**config.mk**
```make
export PLATFORM = sky130hd
export DESIGN_NAME = operand_loader_flat
export DESIGN_NICKNAME = d
export VERILOG_FILES = /design/src/rtl/operand_loader_if.sv /design/src/rtl/operand_loader.sv /design/src/flat_wrapper.sv
export SDC_FILE = /design/constraint.sdc
export NUM_CORES = 1
export LEC_CHECK = 0
export ABC_CLOCK_PERIOD_IN_PS = 1500
export BUFFER_PORTS_ARGS = -buffer_cell sky130_fd_sc_hd__buf_2
export CORE_AREA = 2 2 90 92
export CTS_CLUSTER_SIZE = 28
export DETAILED_ROUTE_END_ITERATION = 16
export DIE_AREA = 0 0 92 94
export PLACE_DENSITY = 0.83
export SYNTH_ARGS = -nofsm -noshare
export SYNTH_HDL_FRONTEND = slang
export SYNTH_SLANG_ARGS = --single-unit
export TNS_END_PERCENT = 50
```
**constraint.sdc**
```tcl
create_clock -name clk -period 1.5 [get_ports clk]
set_input_delay 0.15 -clock clk [delete_from_list [all_inputs] [get_ports clk]]
set_output_delay 0.15 -clock clk [all_outputs]
set_load 0.02 [all_outputs]
```
**src/rtl/operand_loader_if.sv**
```systemverilog
// Bus between the operand loader and the board/ALU side.
interface operand_loader_if;
  logic [7:0]  sw;
  logic        cin_sw;
  logic        btn_enter;
  logic        btn_clr;
  logic [15:0] alu_result;
  logic [4:0]  alu_flags;
  logic [15:0] R1;
  logic [15:0] R2;
  logic [7:0]  opcode;
  logic        cin;
  logic [15:0] result;
  logic [4:0]  flags;
  logic        valid;
  logic [2:0]  state;
  logic [15:0] disp_value;

  // Board/ALU side: drives switches, buttons and ALU results.
  modport master (
    output sw, cin_sw, btn_enter, btn_clr, alu_result, alu_flags,
    input  R1, R2, opcode, cin, result, flags, valid, state, disp_value
  );

  // Loader side.
  modport slave (
    input  sw, cin_sw, btn_enter, btn_clr, alu_result, alu_flags,
    output R1, R2, opcode, cin, result, flags, valid, state, disp_value
  );
endinterface

```
**src/rtl/operand_loader.sv**
```systemverilog
// Button-driven operand entry: debounced enter/clear step an FSM that loads
// R1, R2, opcode and cin, then latches the ALU result for display.
module operand_loader #(
  parameter int unsigned DEBOUNCE_CYCLES = 16
) (
  input logic             clk,
  input logic             rst_n,
  operand_loader_if.slave bus
);

  localparam int unsigned NBTN      = 2;
  localparam int unsigned BTN_ENTER = 0;
  localparam int unsigned BTN_CLR   = 1;
  localparam int unsigned CNT_W     = (DEBOUNCE_CYCLES > 1) ? $clog2(DEBOUNCE_CYCLES) : 1;
  localparam logic [CNT_W-1:0] CNT_LAST = CNT_W'(DEBOUNCE_CYCLES - 1);

  typedef enum logic [2:0] {
    S_R1_LO = 3'd0,
    S_R1_HI = 3'd1,
    S_R2_LO = 3'd2,
    S_R2_HI = 3'd3,
    S_OP    = 3'd4,
    S_EXEC  = 3'd5,
    S_SHOW  = 3'd6
  } state_e;

  logic [NBTN-1:0]            btn_raw;
  logic [NBTN-1:0]            sync1_q, sync2_q;
  logic [NBTN-1:0]            level_q, level_d;
  logic [NBTN-1:0]            armed_q, armed_d;
  logic [NBTN-1:0]            evt_q, evt_d;
  logic [NBTN-1:0][CNT_W-1:0] cnt_q, cnt_d;
  logic [1:0]                 cin_sync_q;

  state_e      state_q, state_d;
  logic [15:0] r1_q, r1_d, r2_q, r2_d, result_q, result_d;
  logic [7:0]  opcode_q, opcode_d;
  logic        cin_q, cin_d, valid_q, valid_d;
  logic [4:0]  flags_q, flags_d;
  logic [15:0] disp_c;
  logic        enter_c, clr_c;

  assign btn_raw = {bus.btn_clr, bus.btn_enter};

  // Two-flop synchronizers for the asynchronous buttons and carry switch.
  always_ff @(posedge clk or negedge rst_n) begin
    if (!rst_n) begin
      sync1_q    <= '0;
      sync2_q    <= '0;
      cin_sync_q <= '0;
    end else begin
      sync1_q    <= btn_raw;
      sync2_q    <= sync1_q;
      cin_sync_q <= {cin_sync_q[0], bus.cin_sw};
    end
  end

  // Debounce: a button must first be seen released for a full window after
  // reset (arming), so a button held through reset never yields an event.
  always_comb begin
    level_d = level_q;
    armed_d = armed_q;
    evt_d   = '0;
    cnt_d   = cnt_q;
    for (int i = 0; i < NBTN; i++) begin
      if (!armed_q[i]) begin
        if (sync2_q[i]) begin
          cnt_d[i] = '0;
        end else if (cnt_q[i] == CNT_LAST) begin
          cnt_d[i]   = '0;
          armed_d[i] = 1'b1;
        end else begin
          cnt_d[i] = cnt_q[i] + CNT_W'(1);
        end
      end else begin
        if (sync2_q[i] == level_q[i]) begin
          cnt_d[i] = '0;
        end else if (cnt_q[i] == CNT_LAST) begin
          cnt_d[i]   = '0;
          level_d[i] = sync2_q[i];
          evt_d[i]   = sync2_q[i];
        end else begin
          cnt_d[i] = cnt_q[i] + CNT_W'(1);
        end
      end
    end
  end

  // Debouncer state registers; evt_q is the one-cycle press pulse.
  always_ff @(posedge clk or negedge rst_n) begin
    if (!rst_n) begin
      level_q <= '0;
      armed_q <= '0;
      evt_q   <= '0;
      cnt_q   <= '0;
    end else begin
      level_q <= level_d;
      armed_q <= armed_d;
      evt_q   <= evt_d;
      cnt_q   <= cnt_d;
    end
  end

  assign enter_c = evt_q[BTN_ENTER];
  assign clr_c   = evt_q[BTN_CLR];

  // Next-state and register-load logic; clear overrides enter.
  always_comb begin
    state_d  = state_q;
    r1_d     = r1_q;
    r2_d     = r2_q;
    opcode_d = opcode_q;
    cin_d    = cin_q;
    result_d = result_q;
    flags_d  = flags_q;
    valid_d  = valid_q;
    if (clr_c) begin
      state_d  = S_R1_LO;
      r1_d     = '0;
      r2_d     = '0;
      opcode_d = '0;
      cin_d    = 1'b0;
      result_d = '0;
      flags_d  = '0;
      valid_d  = 1'b0;
    end else begin
      case (state_q)
        S_R1_LO: if (enter_c) begin r1_d = {8'h00, bus.sw};   state_d = S_R1_HI; end
        S_R1_HI: if (enter_c) begin r1_d[15:8] = bus.sw;      state_d = S_R2_LO; end
        S_R2_LO: if (enter_c) begin r2_d = {8'h00, bus.sw};   state_d = S_R2_HI; end
        S_R2_HI: if (enter_c) begin r2_d[15:8] = bus.sw;      state_d = S_OP;    end
        S_OP: if (enter_c) begin
          opcode_d = bus.sw;
          cin_d    = cin_sync_q[1];
          state_d  = S_EXEC;
        end
        S_EXEC: begin
          result_d = bus.alu_result;
          flags_d  = bus.alu_flags;
          valid_d  = 1'b1;
          state_d  = S_SHOW;
        end
        S_SHOW: if (enter_c) begin valid_d = 1'b0; state_d = S_R1_LO; end
        default: state_d = S_R1_LO;
      endcase
    end
  end

  // FSM and datapath registers.
  always_ff @(posedge clk or negedge rst_n) begin
    if (!rst_n) begin
      state_q  <= S_R1_LO;
      r1_q     <= '0;
      r2_q     <= '0;
      opcode_q <= '0;
      cin_q    <= 1'b0;
      result_q <= '0;
      flags_q  <= '0;
      valid_q  <= 1'b0;
    end else begin
      state_q  <= state_d;
      r1_q     <= r1_d;
      r2_q     <= r2_d;
      opcode_q <= opcode_d;
      cin_q    <= cin_d;
      result_q <= result_d;
      flags_q  <= flags_d;
      valid_q  <= valid_d;
    end
  end

  // Display source selected by the registered state.
  always_comb begin
    disp_c = 16'h0000;
    case (state_q)
      S_R1_LO, S_R1_HI: disp_c = r1_q;
      S_R2_LO, S_R2_HI: disp_c = r2_q;
      S_OP, S_EXEC:     disp_c = {8'h00, opcode_q};
      S_SHOW:           disp_c = result_q;
      default:          disp_c = 16'h0000;
    endcase
  end

  assign bus.R1         = r1_q;
  assign bus.R2         = r2_q;
  assign bus.opcode     = opcode_q;
  assign bus.cin        = cin_q;
  assign bus.result     = result_q;
  assign bus.flags      = flags_q;
  assign bus.valid      = valid_q;
  assign bus.state      = 3'(state_q);
  assign bus.disp_value = disp_c;

endmodule

```
**src/flat_wrapper.sv**
```systemverilog
// flat-port wrapper written by rule: the top's interface ports become plain ports
module operand_loader_flat 
#(
  parameter int unsigned DEBOUNCE_CYCLES = 16
)
  (clk, rst_n, bus_sw, bus_cin_sw, bus_btn_enter, bus_btn_clr, bus_alu_result, bus_alu_flags, bus_R1, bus_R2, bus_opcode, bus_cin, bus_result, bus_flags, bus_valid, bus_state, bus_disp_value);
  operand_loader_if bus_i ();
  input logic clk;
  input logic rst_n;
  input wire logic [$bits(bus_i.sw)-1:0] bus_sw;
  input wire logic [$bits(bus_i.cin_sw)-1:0] bus_cin_sw;
  input wire logic [$bits(bus_i.btn_enter)-1:0] bus_btn_enter;
  input wire logic [$bits(bus_i.btn_clr)-1:0] bus_btn_clr;
  input wire logic [$bits(bus_i.alu_result)-1:0] bus_alu_result;
  input wire logic [$bits(bus_i.alu_flags)-1:0] bus_alu_flags;
  output wire logic [$bits(bus_i.R1)-1:0] bus_R1;
  output wire logic [$bits(bus_i.R2)-1:0] bus_R2;
  output wire logic [$bits(bus_i.opcode)-1:0] bus_opcode;
  output wire logic [$bits(bus_i.cin)-1:0] bus_cin;
  output wire logic [$bits(bus_i.result)-1:0] bus_result;
  output wire logic [$bits(bus_i.flags)-1:0] bus_flags;
  output wire logic [$bits(bus_i.valid)-1:0] bus_valid;
  output wire logic [$bits(bus_i.state)-1:0] bus_state;
  output wire logic [$bits(bus_i.disp_value)-1:0] bus_disp_value;
  assign bus_i.sw = bus_sw;
  assign bus_i.cin_sw = bus_cin_sw;
  assign bus_i.btn_enter = bus_btn_enter;
  assign bus_i.btn_clr = bus_btn_clr;
  assign bus_i.alu_result = bus_alu_result;
  assign bus_i.alu_flags = bus_alu_flags;
  assign bus_R1 = bus_i.R1;
  assign bus_R2 = bus_i.R2;
  assign bus_opcode = bus_i.opcode;
  assign bus_cin = bus_i.cin;
  assign bus_result = bus_i.result;
  assign bus_flags = bus_i.flags;
  assign bus_valid = bus_i.valid;
  assign bus_state = bus_i.state;
  assign bus_disp_value = bus_i.disp_value;
  operand_loader #(.DEBOUNCE_CYCLES(DEBOUNCE_CYCLES)) u_core (.clk(clk), .rst_n(rst_n), .bus(bus_i));
endmodule
```
==> run metrics, run 1 <==
reg2reg path depth=6; sw power=0.000934 W; First-pass DRT Iterations=4; worst rel slew slack=approximately 70%; # rows=32; Worst VDD drop=approximately 0.00058 V; Int Pwr=0.00356 W; routed wire length=10800 um; Area after DPL=roughly 0.0048 mm^2; RSZ-0062 raised after global routing=true; nets=543; pwr dens=about 800 mW/mm^2; Sw Ratio=20.8%; Logic pwr share=about 4.2%; Async SR Flop Fraction=100%; CTS tree=built; dpl hpwl=approximately 7400 um; register area=about 0.0022 mm^2; CP startpoint kind=flop; Final Cycle Share=117%; layout cells sized above 1=40.1%; gpl congestion=approximately 0.86; filler instances=509; crit end category=output pin; via count=3417; CP arrival=roughly 1600 ps; number of global-route vias before repair=roughly 3.3k; area of the core=around 0.0076 mm^2; Initial Util=between 50% and 60%; Root Driver=clkbuf_8; worst skew pair latency=360 ps; register area share after synthesis=approximately 55%; Least-Margin Pin Slew=460 ps; num ports=~120; global route total overflow=0; Hold Fails Final Rpt=0; setup slack after layout=-260 ps; area of the multi-input gates=~0.0017 mm^2; first-pass GRT wire length=about 16000 um; Clock power frac=a little over two fifths; Finished Cell Area=0.00547 mm^2; mean post-synth cell area=approximately 11 um^2; Slew Viols, Final=0; Worst Skew=around 11 ps; die width=between 90 and 100 um; leakage=about 2.8 nW; Netlist Area Pre-Place=between 0.003 and 0.004 mm^2; antenna violations before repair=0; die area=around 0.0086 mm^2; failing checks=negative setup slack; DRC viols=0; WP data required=between 1000 and 1500 ps; vias per cell=between 5 and 6; Primary FF master, synth=dfrtp_1; Final min period=approximately 1800 ps; hold crit path type=in2reg; Syn Inst Count=about 360; #FFs+latches synth=86; CP peak stage delay=450 ps; Setup-failing EPs final=42; Synth Net Count=391; Buffers on Ports=115; largest net degree at the start of global routing=40; worst setup path category=reg2out; Wirelength per Cell=~18 um; die height=94 um; Power Total=0.00450 W; clk buf depth=2; clock sink total=86; Netlist cell types=39; setup TNS=-4380 ps; gr usage total=24.8%; Worst-path clk slew=approximately 80 ps; area delta synth->final=39.6%; Flop pwr share=between 50% and 60%; Cells on Worst Hold Path=2; Critical Path Fanout Max=5; ANT nets after route=0; Iter 0 DRT Violations=about 180; CTS buffer count=9; number of synthesized flops with an enable pin=0; status=finished, violations left; Ys Warns=0; Max-cap violations=0; Inserted Diodes=0; Critical-path top delay cell=dfrtp_2; CP Cell Sequence=nor2b_4, buf_6, a22o_1, a22o_1, buf_6; fmax=0.568 GHz; CTS HTree Levels=3
==> sequential cells by signal, summed over array words and instances (netlist names) <==
name,flops
u_core.bus.R1,16
u_core.bus.R2,16
u_core.bus.result,16
u_core.bus.opcode,8
u_core.cnt_q,8
u_core.bus.flags,5
u_core.bus.state,3
u_core.armed_q,2
u_core.cin_sync_q,2
u_core.evt_q,2
u_core.level_q,2
u_core.sync1_q,2
u_core.sync2_q,2
u_core.bus.cin,1
u_core.bus.valid,1
==> cell usage after synthesis (all sizes together) (2+ instances only) <==
master / n / area [um^2]
dfrtp: 86 / 2150
nor2b: 3 / 18.8
nor4b: 2 / 47.6
nor4bb: 2 / 35.0
nand4b: 2 / 17.5
a21oi: 34 / 193
ha: 2 / 25.0
mux2i: 32 / 320
and3: 4 / 25.0
clkbuf: 5 / 18.8
nor3: 2 / 10.0
inv: 25 / 93.8
buf: 19 / 111
mux2: 2 / 22.5
nor2: 14 / 52.6
a22o: 37 / 324
xnor2: 4 / 35.0
nand2: 53 / 199
a21o: 2 / 15.0
a221oi: 8 / 70.1
o21ai: 5 / 25.0
==> worst max-delay path: cells and delay by family (launching register included) <==
kind                   cells  cell delay, ps
and+or+nand+nor            1             150
buffers and inverters      2             250
AOI/OAI and AO/OA          2             400
DFF                        1             450
==> layout make-up <==
cell class	count	share of cell area [%]
clock inverters	4	1.74
repair buffers	165	20.7
inverters	25	1.85
flip-flops and latches	86	39.4
multi-input cells	220	31.4
well taps	102	2.33
clock buffers	11	2.58
==> cells by family after synthesis <==
logic type	share of synthesized area, %
AO/OA/AOI/OAI	16.8
XOR/XNOR	0.893
adder cells (fa/ha/maj)	0.638
buffers and inverters	5.71
flip-flops	54.9
multiplexers	8.74
AND/OR/NAND/NOR	12.4
==> repair_timing <==
action	4_1_cts	5_1_grt
pin swaps	4	6
resized for setup	37	20
hold buffers	10	6
buffers inserted	2	0
setup endpoints to repair	16	58
hold endpoints to repair	34	6
==> metal layers <==
metal / up-vias / track usage, % / wire [um]
met4: 0 / 10.2 / 347
met2: 139 / 40.4 / 5460
li1: 1550 / - / -
met5: - / 0 / 0
met1: 1698 / 32.5 / 4490
met3: 30 / 5.54 / 548
==> metrics by stage <==
stage | hold slack, ps | setup slack, ps | util [%] | instances
final | 10.1 | -260 | 72.0 | 613
after global routing | 5.48 | -319 | 72.0 | 613
after CTS | 3.99 | -258 | 70.0 | 607
after detailed placement | 96.6 | 29.5 | 63.4 | 580
after global placement | 94.3 | 43.5 | 63.4 | 580
after floorplan | -146 | 0.242 | - | 355
==> power by group through the flow <==
stage | sequential, W | combinational [W] | clock, W
floorplan | 0.00240 | 0.0000315 | 0
global placement | 0.00240 | 0.000153 | 0
detailed placement | 0.00240 | 0.000158 | 0
CTS | 0.00235 | 0.000179 | 0.00195
global route | 0.00236 | 0.000210 | 0.00208
finish | 0.00235 | 0.000190 | 0.00195
==> worst paths after layout <==
path                       slack (ps)           startpoint                   end
max                              -260  u_core.bus.state[2]    bus_disp_value[14]
min                                10    bus_alu_result[5]  u_core.bus.result[5]
max reg2reg                       -90  u_core.bus.state[2]     u_core.bus.R2[11]
min reg2reg                       350    u_core.sync1_q[1]     u_core.sync2_q[1]
max in group asynchronous         710                rst_n     u_core.sync1_q[0]
min in group asynchronous         250                rst_n      u_core.bus.R1[1]
==> cell usage in the layout (no fill, tap or decap), drive strengths merged, types with 3 or more instances in the layout <==
cell	n
a21oi	34
a221oi	8
a22o	37
and3	4
buf	149
bufinv	3
clkbuf	11
dfrtp	86
dlygate4sd3	16
inv	25
mux2i	32
nand2	53
nor2	14
nor2b	3
o21ai	5
xnor2	4
Note: power is estimated with default switching activity, not from simulation.
==> run 2: changes to the inputs <==
Settings changed: PLACE_DENSITY 0.83 to 0.79.
==> run 2 against run 1 <==
Effect of this change: the run still ends with negative setup slack left; core utilization down 1.1 points; register-to-register slack about the same; power down 8.4%; fmax up 0.49%; largest power group unchanged; critical endpoint unchanged; largest cell class unchanged; design area down 1.5%; sequential power about the same.
==> run metrics, run 2 (same netlist as run 1, synthesis figures left out) <==
global route total overflow=0; setup TNS=-4750 ps; Least-Margin Pin Slew=493 ps; CP startpoint kind=flop; layout cells sized above 1=around two fifths; Critical Path Fanout Max=16; crit end category=output pin; gr usage total=between 20% and 30%; clk buf depth=2; worst setup path category=reg2out; area of the core=0.00761 mm^2; CP most frequent cell=a22o_1; routed wire length=10300 um; WP data required=around 1400 ps; clock sink total=86; DRC viols=0; worst hold path startpoint=bus_alu_result[2]; Worst Skew=between 8 and 9 ps; setup slack after layout=-252 ps; CP arrival=~1600 ps; failing checks=negative setup slack; Slew Viols, Final=0; area delta synth->final=37.5%; num ports=roughly 120; worst skew pair latency=~350 ps; Worst-path clk slew=roughly 90 ps; pwr dens=~760 mW/mm^2; CTS buffer count=9; gpl congestion=0.843; Hold Fails Final Rpt=0; number of global-route vias before repair=3127; CP Cell Sequence=nor2b_4, buf_12, a22o_1, a22o_1, buf_6; Root Driver=clkbuf_8; post-route insts no fill=~610; Setup-failing EPs final=47; via count=~3.3k; Wirelength per Cell=17.0 um; commonest non-fill, non-tap cell in the layout=buf_2; CTS tree=built; placed cell count=568; Worst VDD drop=0.000613 V; Max-cap violations=0; first-pass GRT wire length=15700 um; die area=slightly below 0.009 mm^2; Inserted Diodes=0; First-pass DRT Iterations=4; most frequent cells in the layout=111 x buf_2, 84 x dfrtp_1, 52 x nand2_1; Initial Util=51.5%; ANT nets after route=0; RSZ-0062 raised after global routing=true; hold crit path type=in2reg; hold_ws=around 10 ps; CP peak stage delay=~440 ps; antenna violations before repair=0; die width=92 um; Power Total=just over 0.004 W; status=finished, violations left; fmax=approximately 0.57 GHz; Buffers on Ports=115; leakage=roughly 2.7 nW; CTS HTree Levels=3; nets=about 540; Iter 0 DRT Violations=roughly 200; Final Cycle Share=117%; Final min period=between 1500 and 2000 ps; filler instances=approximately 540; reg-to-reg critical path startpoint=u_core.bus.state[2]; dpl hpwl=~7000 um; die height=~94 um; crit path from=u_core.bus.state[2]; # rows=32; worst rel slew slack=between 60% and 70%; Critical-path top delay cell=dfrtp_2; largest net degree at the start of global routing=32; vias per cell=around 5.5
==> run 2: changes by cell type in the layout (fill, tap and decap cells not counted), sizes merged <==
| cell | previous run | this run |
|---|---|---|
| buf | 149 | 146 |
| clkinv | 1 | 2 |
| bufinv | 3 | 1 |
| clkbuf | 11 | 12 |
| clkinvlp | 0 | 3 |
| dlygate4sd3 | 16 | 10 |
==> run 2: per-layer routing <==
layer  GRT usage [%]  part of all wire, %  routed length [um]  up-vias
li1                -                    -                   -     1537
met1            31.0                   43                4410     1661
met2            38.9                   51                5250      107
met3            5.54                  5.6                 580       10
met4            7.09                  1.0                 107        0
met5               0                    0                   0        -
==> run 2: area by class of cell <==
type	count	area, um^2	area share (%)
sequential	86	2150	40.0
clock buffer	10	128	2.37
clock inverter	6	62.6	1.16
inverter	25	98.8	1.83
tap	102	128	2.37
multi-input combinational	220	1670	30.9
timing repair buffer	158	1150	21.4
==> run 2: critical path: cells and delay by family (launching register included) <==
family          cells  cell delay (ps)
compound gates      2              390
buf+inv             2              280
flops               1              440
simple gates        1              140
==> run 2: where the power goes <==
group	internal (W)	total (W)	switching [W]	leakage (nW)
Combinational	0.0000768	0.000180	0.000103	1.54
Sequential	0.00234	0.00235	0.0000162	1.10
Clock	0.000764	0.00159	0.000821	0.0883
Total	0.00318	0.00412	0.000940	2.72
==> run 2: final timing paths <==
check / end / slack (ps) / cells past startpoint
worst max-delay path: bus_disp_value[14] / -250 / 5
max in group asynchronous: u_core.bus.R1[3] / 740 / 3
worst max register to register: u_core.bus.R2[3] / -90 / 6
worst min register to register: u_core.sync2_q[1] / 350 / 0
min in group asynchronous: u_core.bus.result[15] / 250 / 2
worst min-delay path: u_core.bus.result[2] / 10 / 2
==> run 2: stage by stage <==
| step | setup WS, ps | area (um^2) | utilization (%) |
|---|---|---|---|
| 3_5_place_dp | -604 | 4760 | 62.6 |
| 5_1_grt | -323 | 5390 | 70.9 |
| 2_1_floorplan | 0.242 | 3950 | - |
| 3_3_place_gp | -444 | 4760 | 62.6 |
| 4_1_cts | -301 | 5170 | 68.0 |
| 6_report | -252 | 5390 | 70.9 |
==> run 2: what timing repair did <==
action                                 in CTS  in global routing
endpoints found under the hold margin      33                  2
hold buffers                                8                  2
setup endpoints to repair                  67                 77
setup buffers                               2                  7
resized for setup                          14                 26
gates cloned                                2                  4
pin swaps                                   7                  9
